===== config.mk =====
export PLATFORM = sky130hd
export DESIGN_NAME = pic16f84_fetch
export DESIGN_NICKNAME = d
export VERILOG_FILES = /design/src/rtl/pic16f84_pkg.sv /design/src/rtl/pic16f84_stack.sv /design/src/rtl/pic16f84_fetch.sv
export SDC_FILE = /design/constraint.sdc
export NUM_CORES = 1
export LEC_CHECK = 0
export BUFFER_PORTS_ARGS = -buffer_cell sky130_fd_sc_hd__clkbuf_2
export CORE_ASPECT_RATIO = 1.4
export CORE_MARGIN = 1
export CORE_UTILIZATION = 63
export DETAILED_ROUTE_END_ITERATION = 6
export PLACE_DENSITY = 0.85
export SETUP_SLACK_MARGIN = 0.02
export SLEW_MARGIN = 20
export SYNTH_ARGS = -nofsm -noshare
export SYNTH_HDL_FRONTEND = slang
export SYNTH_SLANG_ARGS = --single-unit

===== constraint.sdc =====
create_clock -name clk -period 5.5 [get_ports clk]
set_input_delay 0.825 -clock clk [delete_from_list [all_inputs] [get_ports clk]]
set_output_delay 0.825 -clock clk [all_outputs]
set_load 0.02 [all_outputs]

===== src/rtl/pic16f84_pkg.sv =====
// Shared widths, vectors and redirect encoding for the PIC16F84 fetch stage.
package pic16f84_pkg;

  localparam int unsigned PC_W        = 13;
  localparam int unsigned IW          = 14;
  localparam int unsigned STACK_DEPTH = 8;
  localparam int unsigned STK_W       = $clog2(STACK_DEPTH);
  localparam int unsigned LIT_W       = 11;
  localparam int unsigned PCLATH_W    = 5;
  localparam int unsigned PCL_W       = 8;

  localparam logic [PC_W-1:0] RESET_VECTOR = 13'h000;
  localparam logic [PC_W-1:0] INT_VECTOR   = 13'h004;
  localparam logic [IW-1:0]   NOP_INSTR    = 14'h0000;

  typedef enum logic [2:0] {
    REDIR_NONE,
    REDIR_RET,
    REDIR_CALL,
    REDIR_GOTO,
    REDIR_PCL
  } redir_e;

  function automatic logic [PC_W-1:0] pc_inc(input logic [PC_W-1:0] pc_v);
    return pc_v + PC_W'(1);
  endfunction

endpackage


===== src/rtl/pic16f84_stack.sv =====
// Circular 8-level return stack; overflow overwrites the oldest entry, underflow
// returns a stale entry. Simultaneous push/pop replaces the top in place.
module pic16f84_stack
  import pic16f84_pkg::*;
(
  input  logic             clk,
  input  logic             rst_n,
  input  logic             push_i,
  input  logic             pop_i,
  input  logic [PC_W-1:0]  data_i,
  output logic [PC_W-1:0]  top_o,
  output logic [STK_W-1:0] ptr_o
);

  logic [PC_W-1:0]  mem_q [STACK_DEPTH];
  logic [STK_W-1:0] ptr_q, ptr_d;
  logic [STK_W-1:0] top_idx;
  logic [STK_W-1:0] wr_idx;
  logic             wr_en;

  assign top_idx = ptr_q - STK_W'(1);
  assign top_o   = mem_q[top_idx];
  assign ptr_o   = ptr_q;

  always_comb begin : ptr_next
    ptr_d  = ptr_q;
    wr_en  = 1'b0;
    wr_idx = ptr_q;
    if (push_i && pop_i) begin
      wr_en  = 1'b1;
      wr_idx = top_idx;
    end else if (push_i) begin
      wr_en  = 1'b1;
      ptr_d  = ptr_q + STK_W'(1);
    end else if (pop_i) begin
      ptr_d  = top_idx;
    end
  end

  always_ff @(posedge clk or negedge rst_n) begin : stack_regs
    if (!rst_n) begin
      ptr_q <= '0;
      for (int i = 0; i < STACK_DEPTH; i++) begin
        mem_q[i] <= '0;
      end
    end else begin
      ptr_q <= ptr_d;
      if (wr_en) begin
        mem_q[wr_idx] <= data_i;
      end
    end
  end

endmodule


===== src/rtl/pic16f84_fetch.sv =====
// PIC16F84 fetch/PC stage: fetches at Q4, loads IR at Q1, and applies
// branch/call/return/skip/PCL/interrupt redirects with a one-cycle NOP bubble.
module pic16f84_fetch
  import pic16f84_pkg::*;
(
  input  logic                clk,
  input  logic                mclr,
  input  logic                q1,
  input  logic                q4,
  output logic [PC_W-1:0]     pm_addr,
  input  logic [IW-1:0]       pm_data,
  input  logic                br_goto,
  input  logic                br_call,
  input  logic                br_ret,
  input  logic                br_skip,
  input  logic [LIT_W-1:0]    br_addr,
  input  logic [PCLATH_W-1:0] pclath,
  input  logic                pcl_wr,
  input  logic [PCL_W-1:0]    pcl_data,
  input  logic                int_req,
  output logic [IW-1:0]       ir,
  output logic                ir_valid,
  output logic [PC_W-1:0]     pc,
  output logic                flush,
  output logic [STK_W-1:0]    stk_ptr
);

  logic [PC_W-1:0] pc_q, pc_d;
  logic [IW-1:0]   ir_q, ir_d;
  logic [IW-1:0]   fb_q, fb_d;
  logic            ir_valid_q, ir_valid_d;
  logic            flush_q, flush_d;
  logic            fb_valid_q, fb_valid_d;

  logic            q1_step, q4_step;
  redir_e          redir;
  logic [PC_W-1:0] redir_tgt;
  logic [PC_W-1:0] stk_top;
  logic [PC_W-1:0] push_data;
  logic            push, pop;

  // Coincident strobes are illegal from the clock stage; treat them as a hold.
  assign q1_step = q1 & ~q4;
  assign q4_step = q4 & ~q1;

  assign pm_addr  = pc_q;
  assign pc       = pc_q;
  assign ir       = ir_q;
  assign ir_valid = ir_valid_q;
  assign flush    = flush_q;

  always_comb begin : redirect_select
    redir = REDIR_NONE;
    if (br_ret) begin
      redir = REDIR_RET;
    end else if (br_call) begin
      redir = REDIR_CALL;
    end else if (br_goto) begin
      redir = REDIR_GOTO;
    end else if (pcl_wr) begin
      redir = REDIR_PCL;
    end
  end

  // Target pc would take without an interrupt; also the interrupt's return address.
  always_comb begin : target_mux
    redir_tgt = pc_inc(pc_q);
    case (redir)
      REDIR_RET:              redir_tgt = stk_top;
      REDIR_CALL, REDIR_GOTO: redir_tgt = {pclath[4:3], br_addr};
      REDIR_PCL:              redir_tgt = {pclath, pcl_data};
      default:                redir_tgt = pc_inc(pc_q);
    endcase
  end

  assign pop       = q4_step & (redir == REDIR_RET);
  assign push      = q4_step & (int_req | (redir == REDIR_CALL));
  assign push_data = int_req ? redir_tgt : pc_q;

  always_comb begin : next_state
    pc_d       = pc_q;
    fb_d       = fb_q;
    fb_valid_d = fb_valid_q;
    ir_d       = ir_q;
    ir_valid_d = ir_valid_q;
    flush_d    = flush_q;
    if (q4_step) begin
      fb_d       = pm_data;
      fb_valid_d = (redir == REDIR_NONE) & ~br_skip & ~int_req;
      pc_d       = int_req ? INT_VECTOR : redir_tgt;
    end
    if (q1_step) begin
      ir_d       = fb_valid_q ? fb_q : NOP_INSTR;
      ir_valid_d = fb_valid_q;
      flush_d    = ~fb_valid_q;
    end
  end

  always_ff @(posedge clk or negedge mclr) begin : fetch_regs
    if (!mclr) begin
      pc_q       <= RESET_VECTOR;
      fb_q       <= NOP_INSTR;
      fb_valid_q <= 1'b0;
      ir_q       <= NOP_INSTR;
      ir_valid_q <= 1'b0;
      flush_q    <= 1'b0;
    end else begin
      pc_q       <= pc_d;
      fb_q       <= fb_d;
      fb_valid_q <= fb_valid_d;
      ir_q       <= ir_d;
      ir_valid_q <= ir_valid_d;
      flush_q    <= flush_d;
    end
  end

  pic16f84_stack u_stack (
    .clk    (clk),
    .rst_n  (mclr),
    .push_i (push),
    .pop_i  (pop),
    .data_i (push_data),
    .top_o  (stk_top),
    .ptr_o  (stk_ptr)
  );

  a_q1_q4_exclusive: assert property (@(posedge clk) disable iff (!mclr) !(q1 && q4));

endmodule


### After elaboration in Yosys (flattened, before gate mapping)

Cells that the tools add are included.
W data, S select, Z words.

* bits in registers: 151
* bits in latches: 0
* bits in writable memories: 0
* bits in read-only memories: 0
* input bits: 48
* output and inout port bits: 45
* logic and storage cells: 65
* memories: 0

* add/sub/neg operators: 3
* multiply operators: 0
* divide/modulo/power cells: 0
* order comparisons: 3
* equal/unequal tests: 4
* shift operators: 0
* muxes and demuxes: 19
* bitwise gates (word level): 15
* reductions and logical operators: 6

Operators with widths (number)
* $bwmux W104: 1
* $mux W13: 5
* $bmux W13 S3: 1
* $demux W13 S3: 1
* $pmux W13 S3: 1
* $mux W3: 7
* $mux W14: 1
* $add A13 B1 Y13 const B: 1
* $ge A4 B4 Y1 const B: 2
* $not A3 Y4: 2
* $and A1 B1 Y1: 6
* $eq A3 B2 Y1 const B: 2
* $not A1 Y1: 6
* $lt A4 B1 Y1 const B: 1
* $add A3 B1 Y3 const B: 1
* $eq A3 B1 Y1 const B: 1
* $eq A3 B3 Y1 const B: 1
* $logic_not A3 Y1: 1
* $sub A3 B1 Y3 const B: 1
* $logic_and A1 B1 Y1: 2
* $mux W1: 2
* $reduce_and A2 Y1: 1
* $reduce_bool A2 Y1: 1
* $reduce_or A2 Y1: 1
* $or A1 B1 Y1: 1

### Logic depth before layout (Yosys ltp)

* depth after elaboration: 15
* gate-level depth with buffers: 13
* mapped depth without buffers: 9

### Cells and area by module

A second synthesis with hierarchy kept.

* cells, all modules: 618
* area, all modules: 7716.2 µm²

Modules (own cells, without submodules)
* pic16f84_stack: times used 1, cells each 299, area an instance 5037.3 µm², sequential area each 2677.6 µm²
* pic16f84_fetch: times used 1, cells each 319, area an instance 2678.8 µm², sequential area each 1101.1 µm²

### Worst setup path before layout

Ideal clock, no wire load.

* path kind: input-to-reg
* start: in q1
* end: reg u_stack.mem_q[103] in the netlist's numbering
* library setup time: 0.141 ns
* arrival: 3.009 ns
* required time: 5.359 ns
* path slack: 2.350 ns
* cell stages on the path: 12
* buffers on the path: 4
* cell sequence: nand2b_1 clkbuf_1 clkbuf_1 nor2_1 ha_1 xor2_1 a211oi_1 and2_1 buf_2 buf_4 mux2i_1 a31oi_1

* longest elaborated chain between the ends: 11
* elaborated cells on any way between the ends: 15
* those cells by class: order compare: 2; mux: 6; bitwise: 5; reduce/logical: 2

Ends and longest elaborated chain
* start: declaration: line pic16f84_fetch.sv:8 `input logic q1,`
* $not A1 Y1 *: line pic16f84_fetch.sv:44 `assign q4_step = q4 & ~q1;`
* $and A1 B1 Y1 *: line pic16f84_fetch.sv:44
* $and A1 B1 Y1, on equally long branches: line pic16f84_fetch.sv:77, pic16f84_fetch.sv:76
* $logic_and A1 B1 Y1: line pic16f84_stack.sv:29 `if (push_i && pop_i) begin`
* $mux W3: line pic16f84_stack.sv:29
* $not A3 Y4 (not written as such): line pic16f84_stack.sv:49 `mem_q[wr_idx] <= data_i;`
* $ge A4 B4 Y1 (not written as such) or $lt A4 B1 Y1 (tied branches): line pic16f84_stack.sv:49
* $logic_and A1 B1 Y1 (not written as such): line pic16f84_stack.sv:49
* $mux W13 (not written as such): line pic16f84_stack.sv:49
* $demux W13 S3: line pic16f84_stack.sv:49
* $bwmux W104: line pic16f84_stack.sv:49
* end signal: indexed assignment: line pic16f84_stack.sv:49
* end: declaration: line pic16f84_stack.sv:15 `logic [PC_W-1:0] mem_q [STACK_DEPTH];`

Mark *: on every way between the ends. The rest lies on a longest branch, timed or not.
A chain may end at the register's enable or synchronous reset.

### Worst setup path after layout

* start: in int_req
* end: reg u_stack.mem_q[38] in the netlist's numbering

* longest elaborated chain between the ends: 10
* elaborated cells on any way between the ends: 14
* those cells by class: order compare: 2; mux: 7; bitwise: 3; reduce/logical: 2

Ends and longest elaborated chain
* start: declaration: line pic16f84_fetch.sv:20 `input logic int_req,`
* $or A1 B1 Y1: line pic16f84_fetch.sv:77 `assign push = q4_step & (int_req | (redir == REDIR_CALL));`
* $and A1 B1 Y1: line pic16f84_fetch.sv:77
* $logic_and A1 B1 Y1: line pic16f84_stack.sv:29
* $mux W3: line pic16f84_stack.sv:29
* $not A3 Y4 (not written as such): line pic16f84_stack.sv:49
* $ge A4 B4 Y1 (not written as such) or $lt A4 B1 Y1 (tied branches): line pic16f84_stack.sv:49
* $logic_and A1 B1 Y1 (not written as such): line pic16f84_stack.sv:49
* $mux W13 (not written as such): line pic16f84_stack.sv:49
* $demux W13 S3: line pic16f84_stack.sv:49
* $bwmux W104: line pic16f84_stack.sv:49

Parallel ways exist; a longest one is shown, timed or not.

==> summary.md <==
| Metric | Value |
|---|---|
| Placer Congestion | around 0.89 |
| YS warnings | 0 |
| Final Critical Period | 3810 ps |
| CP Launch Type | input port |
| Setup crit end kind | register |
| Final setup TNS | 0 ps |
| Dpl hpwl | roughly 14000 µm |
| Most common cell in the netlist | dfrtp_1 |
| Overflow after GRT | 0 |
| DR pass1 iterations | 5 |
| RSZ-0062 raised after global routing | no |
| Hold-fix buffers, CTS | 0 |
| CP Class | in -> reg |
| Chip Width | 95.9 µm |
| Syn Inst Count | 701 |
| Synth area leaders | dfrtp_1 49%, mux2_2 9.6%, mux4_2 6.4%, nand2_1 4.5%, nor2_1 2.5% |
| Synth async-reset ratio | 100% |
| Crit share post-route | 69.3% |
| Largest driver fanout on the critical path | 36 |
| Port bufs | 92 |
| Area Overhead vs Synth | 12.2% |
| Unique masters post-synth | 70 |
| CTS tree | built |
| H-tree depth | 4 |
| Die height | 133 µm |
| Initial core utilization | 65.2% |
| Hold Fails Final Rpt | 0 |
| First-pass GRT wire length | 31600 µm |
| Placeable Area | 11900 µm² |
| Antenna cells | 0 |
| DRT Wirelength | between 15000 and 20000 µm |
| Latest clock arrival within the worst-skew pair | 430 ps |
| # clock sinks | 151 |
| Layout cells sized above 1 | 31.0% |
| Worst-Margin Slew | 1170 ps |
| Row Count | 47 |
| Leakage | 3.94 nW |
| Number of flops mapped to enable cells by yosys | 0 |
| R2R depth | 7 |
| Max-Cap Viols | 0 |
| Fmax | 262 MHz |
| Post-Place Cells | approximately 890 |
| Die area | ~13000 µm² |
| Initial antenna violation count | 0 |
| Slowest CP cell | and2_1 |
| FF+latch count, synth | ~150 |
| Vias | 6069 |
| Total Routing Usage GR | 33.4% |
| Core Util, Final | between 70% and 80% |
| Syn Area/Cell | around 11 µm² |
| Hold_ws | 445 ps |
| Vias in the first global route | 6100 |
| Cell area after synthesis | 7780 µm² |
| Arr. time, crit path | between 4000 and 5000 ps |
| Predominant post-synthesis flop cell | dfrtp_1 |
| Required time of the worst setup path | between 5000 and 6000 ps |
| Net count, final | 813 |
| Pwr/cell area | 557 nW/µm² |
| Peak VDD IR | 0.316 mV |
| Max clock buf depth | 2 |
| DR WL/cell | around 22 µm |
| Leading cell types by count after synthesis | 151 x dfrtp_1, 93 x nand2_1, 66 x mux2_2, 52 x nor2_1, 37 x a21oi_1 |
| Post_cts resized | 0 |
| Worst-path clk slew | 60 ps |
| Largest net degree at the start of global routing | 101 |
| Slew Limit Headroom | 21.9% |
| Post-route DRC | 0 |
| Net Count, Synth | 754 |
| Status | finished, final reports clean |
| HP Class | in -> async |
| Levels on crit path | 10 |
| Skew final | 10.1 ps |
| Drt initial violations | 644 |
| Setup violators final | 0 |
| Post-DRT Antenna Nets | 0 |
| CP Buf/Inv Count | 3 |
| Post-CTS Setup Inserts | 0 |
| Slew Limit Fails | 0 |
| CTS root buf | clkbuf_16 |
| Max stage delay on crit path | roughly 730 ps |
| Cell Count, Final, Fillers Out | 920 |
| DR vias/cell | 6.60 |
| Top cell type's share of synthesized area | 48.6% |
| Cell family with most CP delay | buffers and inverters |
| Sequential cell area fraction in the yosys report | 48.6% |
| CTS Buf Count | 17 |
| Ports | a little over 90 |
| Largest area contributor in the netlist | dfrtp_1 |
| Worst-path cell chain | clkbuf_2 > clkinv_1 > a21o_1 > inv_1 > ha_1 > xnor2_1 > a211oi_1 > and2_1 > mux2i_1 > a31oi_1 |
-- sequential cells by signal, indices dropped and copies added, names as in the netlist --
register / count
ir_valid: 1
fb_q: 14
u_stack.ptr_o: 3
flush: 1
ir: 14
fb_valid_q: 1
pc: 13
u_stack.mem_q: 104
-- layer usage --
layer	wire (µm)	global-route usage [%]	share of wire [%]
met5	0	0	0
met4	782	18.2	3.9
met3	1690	7.31	8.4
met2	9840	53.4	49
met1	7680	42.0	38
-- logic make-up (layout without fill, tap and decap cells) --
| family | count (synthesis) | in the layout | synth area share [%] |
|---|---|---|---|
| AO/OA/AOI/OAI | 155 | 155 | 13.7 |
| AND/OR/NAND/NOR | 204 | 204 | 12.6 |
| multiplexers | 107 | 107 | 18.4 |
| buffers and inverters | 71 | 143 | 4.89 |
| adder cells (fa/ha/maj) | 5 | 5 | 0.804 |
| flip-flops | 151 | 151 | 48.6 |
| XOR/XNOR | 8 | 8 | 0.997 |
-- through the flow --
stage / setup slack [ps] / cell area, µm² / total power [W]
after floorplan: 2350 / 7780 / 0.00318
after global placement: 1630 / 8150 / 0.00357
after detailed placement: 1420 / 8150 / 0.00370
after CTS: 1730 / 8730 / 0.00483
after global routing: 1530 / 8730 / 0.00508
final: 1690 / 8730 / 0.00486
-- area by class of cell --
cell class                      count  area (µm²)
Sequential cell                   151        3780
Multi-Input combinational cell    479        3620
Fill cell                         766        3210
Timing Repair Buffer              100         527
Clock buffer                       19         453
Tap cell                          147         184
Clock inverter                     13         119
Inverter                           11        41.3
-- path summary, 6_finish.rpt --
check,slack (ps),startpoint,end
worst max-delay path,1690,int_req,u_stack.mem_q[38]
worst min-delay path,440,mclr,fb_q[10]
worst max register to register,2100,u_stack.ptr_o[1],u_stack.mem_q[27]
worst min register to register,470,fb_q[13],fb_q[13]
max in group asynchronous,3850,mclr,u_stack.mem_q[0]
min in group clk,470,fb_q[13],fb_q[13]
-- cell usage in the layout, fill, tap and decap left out, drive strengths merged, types with 3 or more instances in the layout --
master / n
clkbuf: 110
mux2i: 18
buf: 9
nor4: 6
and2: 7
o2bb2ai: 6
o21ai: 32
a211oi: 5
clkinv: 6
xor2: 4
or4b: 8
a32oi: 3
o211a: 4
inv: 13
o31ai: 4
mux2: 67
a21oi: 38
clkinvlp: 4
ha: 5
o41ai: 4
xnor2: 4
nor2b: 5
o221ai: 5
nor3: 6
a21o: 5
o22ai: 9
mux4: 22
nand2: 93
a31oi: 23
dfrtp: 151
nor2: 52
nand3: 9
nand2b: 4
-- report_power, final --
part | internal (W) | switching [W] | leakage [nW]
clock network | 0.000648 | 0.000479 | 0.272
registers | 0.00152 | 0.000306 | 1.91
logic | 0.000850 | 0.00106 | 1.75
total | 0.00302 | 0.00184 | 3.94
Note: power is estimated with default switching activity, not from simulation.
